File: config.mk
export PLATFORM = sky130hd
export DESIGN_NAME = packet_arbiter_avalon_st
export DESIGN_NICKNAME = d
export VERILOG_FILES = /design/src/rtl/avalon_st_pkg.sv /design/src/rtl/rr_priority_pick.sv /design/src/rtl/packet_arbiter_avalon_st.sv
export SDC_FILE = /design/constraint.sdc
export NUM_CORES = 1
export LEC_CHECK = 0
export CAP_MARGIN = 20
export CORE_MARGIN = 5
export CORE_UTILIZATION = 38
export DETAILED_ROUTE_END_ITERATION = 10
export HOLD_SLACK_MARGIN = 0.06
export PLACE_DENSITY = 0.8
export SYNTH_ARGS = -nofsm -noshare
export SYNTH_HDL_FRONTEND = slang
export SYNTH_SLANG_ARGS = --single-unit
File: constraint.sdc
create_clock -name clock -period 2.1 [get_ports clock]
set_clock_uncertainty 0.05 [all_clocks]
set_input_delay 0.63 -clock clock [delete_from_list [all_inputs] [get_ports clock]]
set_output_delay 0.63 -clock clock [all_outputs]
set_load 0.1 [all_outputs]
File: src/rtl/avalon_st_pkg.sv
// avalon_st_pkg: shared types and constants for the packet arbiter.
package avalon_st_pkg;

   typedef enum logic {IDLE, LOCKED} arb_state_t;

   // Last-served index after reset; N-1 gives input 0 first priority.
   function automatic int arb_last_init(input int n);
      return n - 1;
   endfunction

endpackage

File: src/rtl/rr_priority_pick.sv
// rr_priority_pick: first set request searching cyclically from last+1.
module rr_priority_pick #(
   parameter  int N  = 4,
   localparam int CW = $clog2(N)
) (
   input  logic [N-1:0]  req,
   input  logic [CW-1:0] last,
   output logic [CW-1:0] pick,
   output logic          any
);

   logic [N-1:0] rot;

   always_comb begin
      // Doubling the vector lets a plain shift act as a rotate by last+1.
      rot  = N'({req, req} >> (int'(last) + 1));
      any  = |req;
      pick = '0;
      for (int i = N - 1; i >= 0; i--)
         if (rot[i]) pick = CW'((int'(last) + 1 + i) % N);
   end

endmodule

File: src/rtl/packet_arbiter_avalon_st.sv
// packet_arbiter_avalon_st: packet-locked round-robin merge of N Avalon-ST
// sources onto one registered sink, tagging each beat with its source index.
module packet_arbiter_avalon_st
   import avalon_st_pkg::*;
#(
   parameter  int WIDTH = 8,
   parameter  int N     = 4,
   localparam int CW    = $clog2(N)
) (
   input  logic                      clock,
   input  logic                      reset,
   output logic [N-1:0]              in_ready,
   input  logic [N-1:0]              in_valid,
   input  logic [N-1:0][WIDTH-1:0]   in_data,
   input  logic [N-1:0]              in_startofpacket,
   input  logic [N-1:0]              in_endofpacket,
   input  logic                      out_ready,
   output logic                      out_valid,
   output logic [WIDTH-1:0]          out_data,
   output logic                      out_startofpacket,
   output logic                      out_endofpacket,
   output logic [CW-1:0]             out_channel
);

   localparam logic [CW-1:0] ARB_LAST_INIT = CW'(arb_last_init(N));

   arb_state_t       state_q;
   logic [CW-1:0]    grant_q, last_q, pick;
   logic             any, accept;
   logic             out_valid_q, out_sop_q, out_eop_q;
   logic [WIDTH-1:0] out_data_q;
   logic [CW-1:0]    out_channel_q;

   rr_priority_pick #(.N(N)) u_pick (
      .req  (in_valid),
      .last (last_q),
      .pick (pick),
      .any  (any)
   );

   always_comb begin
      in_ready = '0;
      if (state_q == LOCKED) in_ready[grant_q] = !out_valid_q || out_ready;
      accept = in_valid[grant_q] && in_ready[grant_q];
   end

   always_ff @(posedge clock) begin
      if (reset) begin
         state_q       <= IDLE;
         grant_q       <= '0;
         last_q        <= ARB_LAST_INIT;
         out_valid_q   <= 1'b0;
         out_data_q    <= '0;
         out_sop_q     <= 1'b0;
         out_eop_q     <= 1'b0;
         out_channel_q <= '0;
      end else begin
         if (state_q == IDLE && any) begin
            grant_q <= pick;
            state_q <= LOCKED;
         end
         if (accept) begin
            out_valid_q   <= 1'b1;
            out_data_q    <= in_data[grant_q];
            out_sop_q     <= in_startofpacket[grant_q];
            out_eop_q     <= in_endofpacket[grant_q];
            out_channel_q <= grant_q;
            if (in_endofpacket[grant_q]) begin
               last_q  <= grant_q;
               state_q <= IDLE;
            end
         end else if (out_ready) begin
            out_valid_q <= 1'b0;
         end
      end
   end

   assign out_valid         = out_valid_q;
   assign out_data          = out_data_q;
   assign out_startofpacket = out_sop_q;
   assign out_endofpacket   = out_eop_q;
   assign out_channel       = out_channel_q;

endmodule

==> results.tsv, run 1 <==
metric	value	unit
status	completed	
final hold vios	0	
CTS root buffer	clkbuf_4	
Port Buffers	63	
antenna fix cells	0	
H-tree Lvls	1	
Netlist cell types	30	
most common flop cell mapped by yosys	dfxtp_1	
initial core utilization	0.398	
pre-CTS WS	-0.434	ns
CTS tree	built	
adder-cell share of the synthesized area	0	
Chip Height	64.0	um
Setup crit end kind	primary output	
drt wl/cell	17.6	um
headroom to the max-slew limit	0.656	
clock sink total	18	
GR Overflow Total	0	
Crit path arrival time	1.39	ns
GRT Overall Usage	0.190	
hold buffers post-CTS	0	
LEAKAGE	0.846	nW
chip width	64.0	um
global-route wire length before repair	6220	um
total number of yosys warnings	0	
mux contribution to synthesized area	0.330	
CP Launch Type	input pin	
Routability Congestion	0.813	
pin count of the biggest net entering global routing	14	
largest family of logic cells by synthesized area	multiplexers	
clock buffer depth	2	
nets	232	
worst slew pin tran	0.503	ns
Final Core Density	0.750	
Seq/Total Area, Yosys	0.325	
Final setup violation count	0	
drt total wl	3790	um
Vias	1177	
worst min path class	reg2reg	
Finished Cell Area	0.00209	mm2
post-synthesis compound-gate area fraction	0.108	
IO Pins	64	
Async SR Flop Fraction	0	
CP max FO	3	
CP required	1.42	ns
Max-Cap Viols	0	
Cell Area, Synth	0.00111	mm2
vias in the first global route	1336	
Core Area	0.00278	mm2
P&R area growth vs syn	88.4	%
fill cell count	191	
Clk pin slew, worst setup/hold paths	0.09	ns
Placed Area	0.00206	mm2
Max Fclk	482	MHz
Synth Area per Inst	10.1	um2
post-synth top area share	0.325	
first-pass detailed-route iteration total	4	
Simple-Gate Fraction of Synth Area	0.175	
Tmin final	2.07	ns
largest area contributor in the netlist	dfxtp_1	
multi-input logic area	724	um2
XOR/XNOR Fraction of Synth Area	0	
initial antenna violation count	0	
Fin Hold WS	0.472	ns
layout cell share with drive strength beyond 1	0.304	
FP Rows	19	
PnR Total Power	1.22	mW
#FFs+latches synth	18	
top post-synthesis cells by area	dfxtp_1 (33%), mux4_2 (20%), mux2i_1 (13%)	
full die area	0.00409	mm2
Syn Nets	157	
Gate Count Post-Synth	110	
fin. max-slew vios	0	
final setup margin	0.0262	ns
RSZ-0062 raised after global routing	false	
Register Area	365	um2
VDD IR max	749	uV
Clock Latency Late Sink	0.29	ns
Post-DRT Antenna Nets	0	
TritonCTS Buffers	3	
post-CTS setup buffers	0	
classification of the worst setup path	in2out	
Starting DRT DRC Count	37	
Tcrit/Tclk final	0.988	
DRC viols	0	
DR vias/cell	5.47	
power per cell area	587	mW/mm2
dpl hpwl	3200	um
number of flops mapped to enable cells by yosys	0	
==> cells in the final DEF, fill, tap and decap left out, drive strengths merged, types with 2 or more instances in the layout <==
master         count
clkdlybuf4s50     45
buf               32
dfxtp             18
nor2              16
mux2i             14
mux4              10
a21oi              7
nand2b             5
nand2              4
inv                4
clkbuf             4
nor2b              3
nor3               3
and2               3
o21ai              2
a2111oi            2
nand3              2
==> where the power goes <==
part | switching [mW] | total, mW | leakage [nW] | internal [mW]
Combinational | 0.326 | 0.630 | 0.683 | 0.304
Clock | 0.106 | 0.180 | 0.0150 | 0.0739
Sequential | 0.0416 | 0.414 | 0.148 | 0.372
Total | 0.474 | 1.22 | 0.846 | 0.750
==> per-stage QoR <==
stage | instances | setup TNS (ns)
after floorplan | 110 | -0.0792
after global placement | 211 | -2.61
after detailed placement | 211 | -3.29
after CTS | 215 | 0
after global routing | 215 | 0
final | 215 | 0
==> critical path: stages <==
cell and delay (ns):
buf_4 0.12, nand2b_4 0.14, and3_4 0.18, and2_4 0.16, buf_12 0.16
==> cells by family (layout without fill, tap and decap cells) <==
group	count (synthesis)	in the layout
compound gates	18	18
buf+inv	11	85
flops	18	18
mux	24	24
simple gates	39	39
==> state kept, by name, indices dropped and copies added (netlist names) <==
signal,flops
out_valid,1
state_q,1
out_data,8
out_startofpacket,1
last_q,2
grant_q,2
out_channel,2
out_endofpacket,1
==> per-layer routing <==
metal	wire, um	vias to the layer above	GRT usage	part of all wire
met5	0	-	0	0
met4	62	0	0.0545	0.016
met3	205	6	0.0455	0.054
met2	2220	41	0.364	0.58
met1	1310	571	0.201	0.34
li1	-	559	-	-
==> Yosys cell counts (all sizes together) (2+ instances only) <==
| master | instances |
|---|---|
| inv | 4 |
| mux2i | 14 |
| and2 | 3 |
| o21ai | 2 |
| nor2 | 16 |
| nand3 | 2 |
| a2111oi | 2 |
| nor3 | 3 |
| dfxtp | 18 |
| buf | 5 |
| mux4 | 10 |
| nor2b | 3 |
| nand2 | 4 |
| clkbuf | 2 |
| a21oi | 7 |
| nand2b | 5 |
==> worst paths after layout <==
check | start | endpoint | slack [ns] | depth (start not counted)
setup / recovery | out_ready | in_ready[3] | 0.03 | 5
hold / removal | out_endofpacket$_SDFFE_PP0P_ | out_endofpacket$_SDFFE_PP0P_ | 0.47 | 2
setup reg to reg | grant_q[0]$_SDFFE_PP0P_ | out_data[7]$_SDFFE_PP0P_ | 0.26 | 5
hold reg to reg | out_endofpacket$_SDFFE_PP0P_ | out_endofpacket$_SDFFE_PP0P_ | 0.47 | 2
==> repair_timing <==
item / 4_1_cts / 5_1_grt
pin swaps: 0 / 0
setup endpoints to repair: 4 / 1
resized for setup: 7 / 1
hold endpoints to repair: 0 / 0
gates cloned: 0 / 0
==> final cells by class <==
type / count / share of cell area
sequential: 18 / 0.175
inverter: 4 / 0.00720
timing repair buffer: 77 / 0.439
tap: 31 / 0.0186
clock buffer: 4 / 0.0126
multi-input combinational: 81 / 0.347
No activity file was read; power rests on OpenSTA's default activity.
==> run 2, diff against run 1 <==
GPL_ROUTABILITY_DRIVEN = 0   (was not set)
==> run 2 against run 1 <==
Effect of this change:
- sequential share of layout area is essentially flat
- design area up 0.96%
- count of clock-buffer cells in the layout unchanged
- first-iteration DRC count decreased by 27%
- via count rose by 0.51%
- global-route usage down 0.32 points
- clock power increased by 21%
==> results.tsv, run 2 (synthesis gave the netlist of run 1 again) <==
metric	value	unit
Seq pwr share	0.325	
FP Rows	19	
GR Overflow Total	0	
P&R area growth vs syn	90.2	%
dpl hpwl	3090	um
met1 Use GR	0.201	
Hold Crit Start	out_endofpacket$_SDFFE_PP0P_	
Worst Setup SP	out_ready	
drt wl/cell	17.5	um
CP Launch Type	input pin	
Final setup violation count	0	
GRT Overall Usage	0.186	
fill cell count	195	
most frequent cells in the layout	clkdlybuf4s50_1 (45), buf_12 (18), dfxtp_1 (16), nor2_1 (15), buf_4 (15)	
TritonCTS Buffers	3	
clock sink total	18	
final setup margin	0.0286	ns
classification of the worst setup path	in2out	
power per cell area	601	mW/mm2
drt total wl	3780	um
clock buffer depth	2	
Final Core Density	0.757	
CP required	1.42	ns
fin. max-slew vios	0	
RR Startpoint	grant_q[0]$_SDFFE_PP0P_	
GRT Max-Usage Layer	met2	
Post-DRT Antenna Nets	0	
LEAKAGE	0.857	nW
IO Pins	64	
headroom to the max-slew limit	0.739	
clock network power share	0.172	
pin count of the biggest net entering global routing	14	
pre-CTS WS	-0.438	ns
VDD IR max	622	uV
CP max FO	3	
Crit path arrival time	1.39	ns
final hold vios	0	
CTS tree	built	
hold buffers post-CTS	0	
initial antenna violation count	0	
worst min path class	reg2reg	
Cell Int Power	784	uW
met2 usage	0.351	
first-pass detailed-route iteration total	7	
Clk pin slew, worst setup/hold paths	0.11	ns
RSZ-0062 raised after global routing	false	
NetSw	482	uW
worst slew pin tran	0.382	ns
Tcrit/Tclk final	0.986	
Starting DRT DRC Count	27	
DR vias/cell	5.48	
layout cell share with drive strength beyond 1	0.314	
Largest register FFs	8	
sw frac	0.381	
met3 Usage GRT	0.0368	
initial core utilization	0.398	
Gate power share	0.502	
nets	233	
Tmin final	2.07	ns
Register Area	368	um2
status	completed	
Setup crit end kind	primary output	
vias in the first global route	1257	
global-route wire length before repair	5980	um
Max Fclk	483	MHz
post-CTS setup buffers	0	
most common cell after layout, fill and taps aside	clkdlybuf4s50_1	
Vias	1183	
multi-input logic area	724	um2
Max-Cap Viols	0	
chip width	64.0	um
Core Area	0.00278	mm2
antenna fix cells	0	
full die area	0.00409	mm2
CTS root buffer	clkbuf_4	
Chip Height	64.0	um
Clock Latency Late Sink	0.30	ns
H-tree Lvls	1	
DRC viols	0	
Port Buffers	63	
[run 2: cell count changes in the layout (fill, tap and decap cells not counted)]
cell      previous run  this run
buf_4               14        15
clkbuf_1             1         0
clkbuf_8             0         1
dfxtp_2              1         0
dfxtp_4              1         2
[run 2: layout make-up]
class,count,share of cell area
Inverter,4,0.00713
Tap cell,31,0.0184
Timing Repair Buffer,78,0.439
Sequential cell,18,0.175
Clock buffer,4,0.0172
Multi-Input combinational cell,81,0.344
[run 2: final timing paths]
kind	slack [ns]	cells past startpoint	to
setup reg to reg	0.25	5	out_data[5]$_SDFFE_PP0P_
hold reg to reg	0.46	2	out_endofpacket$_SDFFE_PP0P_
setup / recovery	0.03	5	in_ready[3]
hold / removal	0.46	2	out_endofpacket$_SDFFE_PP0P_
[run 2: per-stage QoR]
stage	area, um2	hold WS [ns]	power [mW]	setup TNS [ns]	instances
after floorplan	1150	0.439	0.779	-0.0792	110
after global placement	2060	0.440	1.04	-2.64	212
after detailed placement	2060	0.444	1.05	-3.35	212
after CTS	2100	0.464	1.27	0	216
after global routing	2110	0.508	1.32	0	216
final	2110	0.463	1.27	0	216
[run 2: metal layers]
metal | part of all wire | wire [um]
met2 | 0.58 | 2210
met1 | 0.33 | 1250
met4 | 0.016 | 59
met5 | 0 | 0
met3 | 0.070 | 264
[run 2: timing repair]
action / in CTS / in global routing
resized for setup: 6 / 3
setup endpoints to repair: 4 / 2
endpoints found under the hold margin: 0 / 0
[run 2: power groups by stage]
| stage | Sequential, mW | Combinational (mW) | Clock [mW] |
|---|---|---|---|
| after global placement | 0.416 | 0.622 | 0 |
| after CTS | 0.412 | 0.636 | 0.223 |
| after detailed placement | 0.419 | 0.635 | 0 |
| after global routing | 0.417 | 0.667 | 0.237 |
| final | 0.412 | 0.636 | 0.218 |
| after floorplan | 0.549 | 0.230 | 0 |
[run 2: critical path, stage by stage]
cell and delay (ns):
buf_4 0.12, nand2b_4 0.13, and3_4 0.18, and2_4 0.16, buf_12 0.16
==> run 3, diff against run 2 <==
ABC_AREA = 1   (was not set)
CORE_UTILIZATION = 39   (was 38)
PLACE_DENSITY = 0.79   (was 0.8)
==> run 3 against run 2 <==
Effect of this change:
- global-route usage up 1.6 points
- non-clock buffer count down 8
- sequential share of layout area down 0.74 points
- maximum frequency up 1.4%
- cell count up 51%
- combinational power up 68%
- area after synthesis up 11%
- wire length up 5.3%
- die area up 6.6%
- highest routed layer unchanged
==> results.tsv, run 3 <==
metric	value	unit
clock network power share	0.121	
largest area contributor in the netlist	dfxtp_1	
Largest register FFs	8	
placed cells	321	
Post-synth top cells	nand2_1 (82), nor2_1 (26), inv_1 (22)	
Final setup violation count	0	
Tcrit/Tclk final	0.973	
drt wl/cell	12.2	um
NetSw	829	uW
RR Startpoint	grant_q[0]$_SDFFE_PP0P_	
DR vias/cell	4.78	
CTS root buffer	clkbuf_4	
post-synth top area share	0.294	
Netlist cell types	22	
hold buffers post-CTS	0	
most common cell after layout, fill and taps aside	nand2_1	
total number of yosys warnings	0	
Critical R2R Capture	out_endofpacket$_SDFFE_PP0P_	
Syn Nets	264	
chip width	66.1	um
dpl hpwl	3190	um
setup TNS	0	ns
antenna fix cells	0	
Vias	1557	
Cell Area, Synth	0.00123	mm2
end of the critical path	in_ready[0]	
TritonCTS Buffers	3	
Worst Setup SP	out_ready	
Clk pin slew, worst setup/hold paths	0.10	ns
Post-Layout Cell Count	326	
power per cell area	795	mW/mm2
Gate power share	0.612	
CP required	1.42	ns
final hold vios	0	
Max Fclk	489	MHz
FP Rows	20	
CP Launch Type	input pin	
initial core utilization	0.405	
LEAKAGE	1.03	nW
initial antenna violation count	0	
worst min path class	reg2reg	
#FFs+latches synth	18	
IO Pins	64	
drt total wl	3980	um
headroom to the max-slew limit	0.753	
r2r setup slk	0.47	ns
Chip Height	66.1	um
global-route wire length before repair	6890	um
RSZ-0062 raised after global routing	false	
Core Area	0.00303	mm2
count leader, synth	nand2_1	
clock sink total	18	
most frequent cells in the layout	nand2_1 (82), clkdlybuf4s50_1 (45), inv_1 (21), nor2_1 (20), buf_12 (18)	
most common flop cell mapped by yosys	dfxtp_1	
nets	330	
Seq pwr share	0.267	
Seq/Total Area, Yosys	0.294	
Worst Reg2Reg Path Length in Cells	8	
vias in the first global route	1484	
GR Overflow Total	0	
Post-DRT Antenna Nets	0	
Synth Area per Inst	5.65	um2
pin count of the biggest net entering global routing	15	
GRT Overall Usage	0.203	
number of flops mapped to enable cells by yosys	0	
DRC viols	0	
Max-Cap Viols	0	
Clock Latency Late Sink	0.29	ns
worst slew pin tran	0.370	ns
classification of the worst setup path	in2out	
CP max FO	5	
first-pass detailed-route iteration total	4	
Crit path arrival time	1.36	ns
Cell Int Power	913	uW
sw frac	0.476	
Setup crit end kind	primary output	
layout cell share with drive strength beyond 1	0.160	
Port Buffers	63	
VDD IR max	719	uV
status	completed	
P&R area growth vs syn	78.7	%
CTS tree	built	
H-tree Lvls	1	
clock buffer depth	2	
fill cell count	250	
fin. max-slew vios	0	
full die area	0.00437	mm2
Starting DRT DRC Count	98	
Gate Count Post-Synth	217	
Async SR Flop Fraction	0	
Tmin final	2.04	ns
top post-synthesis cells by area	dfxtp_1 (29%), nand2_1 (25%), nor2_1 (8.0%)	
==> run 3: changes by cell type after synthesis, moves of 9 or more <==
cell | previous run | this run
nand2_1 | 4 | 82
nand3_1 | 1 | 15
mux2i_1 | 14 | 0
nor2_1 | 16 | 26
o21ai_0 | 2 | 11
mux4_2 | 10 | 0
inv_1 | 4 | 22
==> run 3: cells by family (layout without fill, tap and decap cells) <==
group / after synthesis / in the layout / synth area share
xor gates and xnor gates: 1 / 1 / 0.00714
DFF: 18 / 18 / 0.294
and+or+nand+nor: 137 / 137 / 0.453
AOI/OAI and AO/OA: 28 / 28 / 0.129
buffers and inverters: 33 / 98 / 0.117
==> run 3: routing by layer <==
layer	vias to the layer above	share of wire	wire, um	GRT usage
met5	-	0	0	0
met3	10	0.044	175	0.0272
met2	42	0.49	1930	0.327
met4	0	0.031	125	0.0990
li1	813	-	-	-
met1	692	0.44	1750	0.265
==> run 3: critical path, cell delays in order <==
cell	delay [ns]
clkdlybuf4s15_1	0.21
nor2_4	0.05
nor2_4	0.10
inv_4	0.08
nor2_4	0.10
buf_12	0.18
==> run 3: worst min-delay path by stage <==
| stage | from | end | slack [ns] | cells after the start |
|---|---|---|---|---|
| 4_1_cts | state_q$_SDFF_PP0_ | state_q$_SDFF_PP0_ | 0.46 | 2 |
| 5_1_grt | out_endofpacket$_SDFFE_PP0P_ | out_endofpacket$_SDFFE_PP0P_ | 0.51 | 2 |
| 2_1_floorplan | state_q$_SDFF_PP0_ | state_q$_SDFF_PP0_ | 0.41 | 2 |
| 3_3_place_gp | state_q$_SDFF_PP0_ | state_q$_SDFF_PP0_ | 0.43 | 2 |
| 3_5_place_dp | state_q$_SDFF_PP0_ | state_q$_SDFF_PP0_ | 0.44 | 2 |
| 6_report | state_q$_SDFF_PP0_ | state_q$_SDFF_PP0_ | 0.47 | 2 |
==> run 3: repair_timing <==
action | 4_1_cts | 5_1_grt
pin swaps | 3 | 0
buffers inserted | 1 | 0
setup endpoints to repair | 4 | 4
resized for setup | 3 | 6
==> run 3: final cells by class <==
class | instances | area, um2 | area share
multi-input cells | 166 | 772 | 0.352
repair buffers | 70 | 866 | 0.395
inverters | 24 | 95.1 | 0.0434
well taps | 44 | 55.1 | 0.0251
flip-flops and latches | 18 | 367 | 0.167
clock buffers | 4 | 36.3 | 0.0166
==> run 3: through the flow <==
stage	total power, mW	instance area, um2	utilization	hold WS (ns)	setup WS [ns]
floorplan	1.12	1270	-	0.413	0.0295
global placement	1.52	2130	0.703	0.433	-0.284
detailed placement	1.53	2130	0.703	0.438	-0.301
CTS	1.75	2180	0.719	0.464	0.0154
global route	1.85	2190	0.724	0.511	0.00463
finish	1.74	2190	0.724	0.471	0.0567
==> run 3: power groups by stage <==
| stage | clock [mW] | sequential, mW | combinational, mW |
|---|---|---|---|
| 6_report | 0.210 | 0.466 | 1.07 |
| 3_5_place_dp | 0 | 0.467 | 1.06 |
| 5_1_grt | 0.228 | 0.474 | 1.15 |
| 2_1_floorplan | 0 | 0.707 | 0.416 |
| 4_1_cts | 0.216 | 0.462 | 1.07 |
| 3_3_place_gp | 0 | 0.469 | 1.05 |
==> patch 1, RTL diff (config.mk and constraints of run 1) <==
Reset style: asynchronous (`reset`), changed in one clocked block.
--- a/src/rtl/packet_arbiter_avalon_st.sv
+++ b/src/rtl/packet_arbiter_avalon_st.sv
@@ -44,7 +44,7 @@
       accept = in_valid[grant_q] && in_ready[grant_q];
    end
 
-   always_ff @(posedge clock) begin
+   always_ff @(posedge clock or posedge reset) begin
       if (reset) begin
          state_q       <= IDLE;
          grant_q       <= '0;
Function: differs if reset is asserted again (counterexample within 4 cycles, from zero or initial values and one cycle with reset high); with reset held inactive, the same outputs for 10 cycles.
==> patch 1 against run 1 <==
The run now ends with setup timing left. Design area increased by 6.8%. Final cell count decreased by 5.6%. Wire length increased by 6.4%. Synthesized area increased by 3.1%. Setup slack got worse by 0.044 ns. Sequential cell count unchanged. Maximum frequency decreased by 2.1%.
Power is left out: it rests on default switching activity, and per cell area and clock period it moved more than threefold.
==> patch 1: results (changes against run 1) <==
status: "finished with violations"
violations: "setup timing"
ys_top_cells_by_count: "dfrtp_1, mux2_4, mux4_2"
crit_path_end: "in_ready[2]"
viasPerCell: 5.50  # +0.51%
relSlewSlack_pct: 81.9  # +16 points
grtUsageMet2_pct: 32.3  # -4.1 points
yosysUniqueCellTypes: 29  # -3.3%
grt_pass1_vias: 1118  # -16%
seq_area_frac_synth_pct: 39.7  # +7.2 points
ys.flop_type: "dfrtp_1"
final-setup-viol-count: 2  # +2
crit_arrival_ns: 1.44  # +0.05 ns
cts_setup_buffers: 2  # +2
synth_nets: 131  # -17%
dp_cells: 188  # -11%
min_to: "out_endofpacket"
min-delay-start: "out_endofpacket"
synthArstFlopShare_pct: 100  # +100 points
final_nets: 220  # -5.2%
nFillCells: 159  # -17%
drive_above_1_share_pct: 48.3  # +18 points
synth_compound_area_share_pct: 7.57  # -3.3 points
finalWirelength_um: 4030  # +6.4%
ctsResizeCount: 6  # -1
grtUsageMet1_pct: 24.3  # +4.2 points
syn_area_per_cell_um2: 13.6  # +35%
wl_met3_um: 337  # +64%
r2r-end: "out_data[0]"
hold-worst-slack_ns: 0.497  # +0.0251 ns
tns_ns: -0.0214  # -0.0214 ns
met1_length_um: 1650  # +26%
dpl_cell_area_mm2: 0.00211  # +2.8%
groute.layer.met3.usage_pct: 5.35  # +0.80 points
routabilityCongestion: 0.794  # -2.3%
track_usage_pct: 19.3  # +0.36 points
wl_per_cell_um: 19.9  # +13%
rrSetupSlack_ns: 0.20  # -0.06 ns
finalWorstSetupSlack_ns: -0.0173  # -0.0435 ns
grt_max_degree: 19  # +5
[patch 1: cell types whose count changed in the layout (fill, tap and decap cells not counted), moves of 4 or more]
cell      before  now
a21oi_1        7    3
buf_4         14   26
dfrtp_1        0   12
dfxtp_1       16    0
mux2_2         0    4
mux2_4         0    8
mux2i_1       14    3
nand2b_1       4    0
nor2_1        15    1
[patch 1: final cells by class]
class                   count  area, µm²  share of cell area (%)
repair buffers             90       1010                    45.4
multi-input cells          55        669                    30.0
flip-flops and latches     18        460                    20.7
well taps                  31       38.8                    1.74
clock buffers               4       26.3                    1.18
inverters                   5       22.5                    1.01
[patch 1: logic make-up (layout without fill, tap and decap cells)]
family,after synthesis,count (layout)
AO/OA/AOI/OAI,14,14
buffers and inverters,11,99
flip-flops,18,18
multiplexers,26,26
AND/OR/NAND/NOR,15,15
[patch 1: worst max-delay path: stages (launching register included)]
cell	delay (ns)
dfrtp_4	0.51
nand2b_4	0.09
and2_4	0.16
and3_4	0.20
buf_12	0.17
==> patch 2, RTL diff (flow settings as in run 1) <==
Without the edit above. `N` is set to 4 in 2 places; all go to 8.
--- a/src/rtl/rr_priority_pick.sv
+++ b/src/rtl/rr_priority_pick.sv
@@ -1,6 +1,6 @@
 // rr_priority_pick: first set request searching cyclically from last+1.
 module rr_priority_pick #(
-   parameter  int N  = 4,
+   parameter  int N  = 8,
    localparam int CW = $clog2(N)
 ) (
    input  logic [N-1:0]  req,
--- a/src/rtl/packet_arbiter_avalon_st.sv
+++ b/src/rtl/packet_arbiter_avalon_st.sv
@@ -4,7 +4,7 @@
    import avalon_st_pkg::*;
 #(
    parameter  int WIDTH = 8,
-   parameter  int N     = 4,
+   parameter  int N     = 8,
    localparam int CW    = $clog2(N)
 ) (
    input  logic                      clock,
Interface: changed (6 resized); port bits go from 64 to 113. The function was not compared with the original's and may differ.
==> patch 2 against run 1 <==
Design area is 120% higher. Maximum frequency is 8.2% lower. Highest routed layer unchanged. Critical path type is now flop to flop. The flow now finishes with violations (setup timing). Wire length grew to 2.9 times the old value. Critical endpoint is now grant_q[1]. Power grew to 4.5 times the old value. Sequential cell count is 3 higher. Clock power is 51% higher. Utilization is 2.7 points lower. Setup slack worse by 0.19 ns. Synthesized area is 130% higher.
==> patch 2: results (changes against run 1) <==
crit_start: "last_q[1]"
cts_made_buffers: 3  # unchanged
dr.pass1.iters: 5  # +1
final_nets: 530  # +130%
yosys_warnings: 0  # unchanged
finalWorstSetupSlack_ns: -0.160  # -0.186 ns
grtUsageMet1_pct: 31.7  # +12 points
grt_antenna_before_repair: 0  # unchanged
ys_top_cells_by_count: "nor2_1, mux4_2, mux2i_1, dfxtp_1, clkbuf_1"
synthArstFlopShare_pct: 0  # unchanged
crit_path_end: "grant_q[1]"
drt_iter0_drc: 168  # +350%
insertion_delay_ns: 0.27  # -0.02 ns
status: "finished with violations"
synth_area_leaders: "mux4_2, dfxtp_1, mux2i_1"
largest_register_ffs: 8  # unchanged
track_usage_pct: 25.1  # +6.2 points
clk_path_buf_depth: 2  # unchanged
r2r_cells: 7  # +2
yosysUniqueCellTypes: 55  # +83%
grtUsageMet2_pct: 43.1  # +6.7 points
max_stage_delay_ns: 0.55  # +0.37 ns
routabilityCongestion: 0.900  # +11%
synth_compound_area_share_pct: 16.2  # +5.4 points
grt_pass1_vias: 3042  # +130%
hold_path_class: "flop to flop"
grt_pass1_wl_um: 17000  # +170%
synthXorXnorAreaFrac_pct: 0.697  # +0.70 points
tns_ns: -0.995  # -0.995 ns
groute.layer.met3.usage_pct: 4.96  # +0.41 points
synth_nets: 369  # +140%
cts_max_level: 1  # unchanged
ir_drop_v: 0.000977  # +30%
crit_family: "multiplexers"
muxShareOfSynthArea_pct: 40.0  # +7.0 points
io_buffers: 112  # +78%
dp_hpwl_um: 8560  # +170%
critPathMaxFanout: 7  # +4
synthAdderAreaFrac_pct: 0.996  # +1.0 points
ctsResizeCount: 53  # +46
crit_slowest_cell: "mux4_2"
final-setup-viol-count: 10  # +10
dpl_cell_area_mm2: 0.00441  # +110%
finalWirelength_um: 10900  # +190%
relSlewSlack_pct: 64.8  # -0.83 points
cts_setup_buffers: 9  # +9
cts_root_buffer: "clkbuf_8"
nFillCells: 446  # +130%
p_leak_nw: 1.76  # +110%
path_clk_slew_ns: 0.08
viasPerCell: 5.94  # +8.4%
antennaDiodeCount: 0  # unchanged
seq_area_frac_synth_pct: 16.7  # -16 points
rrSetupSlack_ns: -0.16  # -0.42 ns
drive_above_1_share_pct: 38.3  # +7.9 points
grt_max_degree: 23  # +9
crit_arrival_ns: 2.36  # +0.97 ns
violations: "setup timing"
==> patch 2: cell count changes after synthesis, sizes merged, moves of 6 or more <==
cell	before	now
buf	5	11
a211oi	0	14
mux4	10	30
nor2	16	35
nor3	3	11
o21ai	2	11
mux2i	14	25
nand2	4	14
nor2b	3	10
clkbuf	2	15
==> patch 2: metrics by stage <==
stage,total power [mW],setup slack [ns],instances
after global placement,4.79,-0.837,497
after detailed placement,4.88,-0.880,497
after global routing,5.75,-0.218,513
final,5.47,-0.160,513
after floorplan,3.37,-0.471,276
after CTS,5.34,-0.132,510
==> patch 2: metal layers <==
| metal | routed length (µm) | vias up | share of wire, % |
|---|---|---|---|
| met2 | 5330 | 195 | 49 |
| met4 | 381 | 0 | 3.5 |
| li1 | - | 1384 | - |
| met5 | 0 | - | 0 |
| met3 | 912 | 29 | 8.3 |
| met1 | 4320 | 1437 | 39 |
==> patch 2: worst min-delay path by stage <==
stage                     depth (start not counted)        start     endpoint  slack [ns]
after detailed placement                          2  out_data[6]  out_data[6]        0.48
after global placement                            2  out_data[5]  out_data[5]        0.47
after global routing                              2  out_data[4]  out_data[4]        0.51
after CTS                                         2  out_data[6]  out_data[6]        0.49
after floorplan                                   2      state_q      state_q        0.52
final                                             2  out_data[2]  out_data[2]        0.49
==> patch 2: final cells by class <==
cell class              count  area, µm²  share of cell area (%)
clock buffers               4       45.0                   0.976
inverters                   9       36.3                   0.786
multi-input cells         220       2090                    45.3
flip-flops and latches     21        427                    9.24
well taps                  77       96.3                    2.09
repair buffers            182       1920                    41.6
==> patch 2: power breakdown <==
group	internal [mW]	switching, mW
clock	0.135	0.137
sequential	0.531	0.196
combinational	2.11	2.36
total	2.78	2.70
==> patch 2: worst min-delay path: stages (launching register included) <==
cell	delay, ns
dfxtp_1	0.34
nor2_1	0.11
a211oi_1	0.05
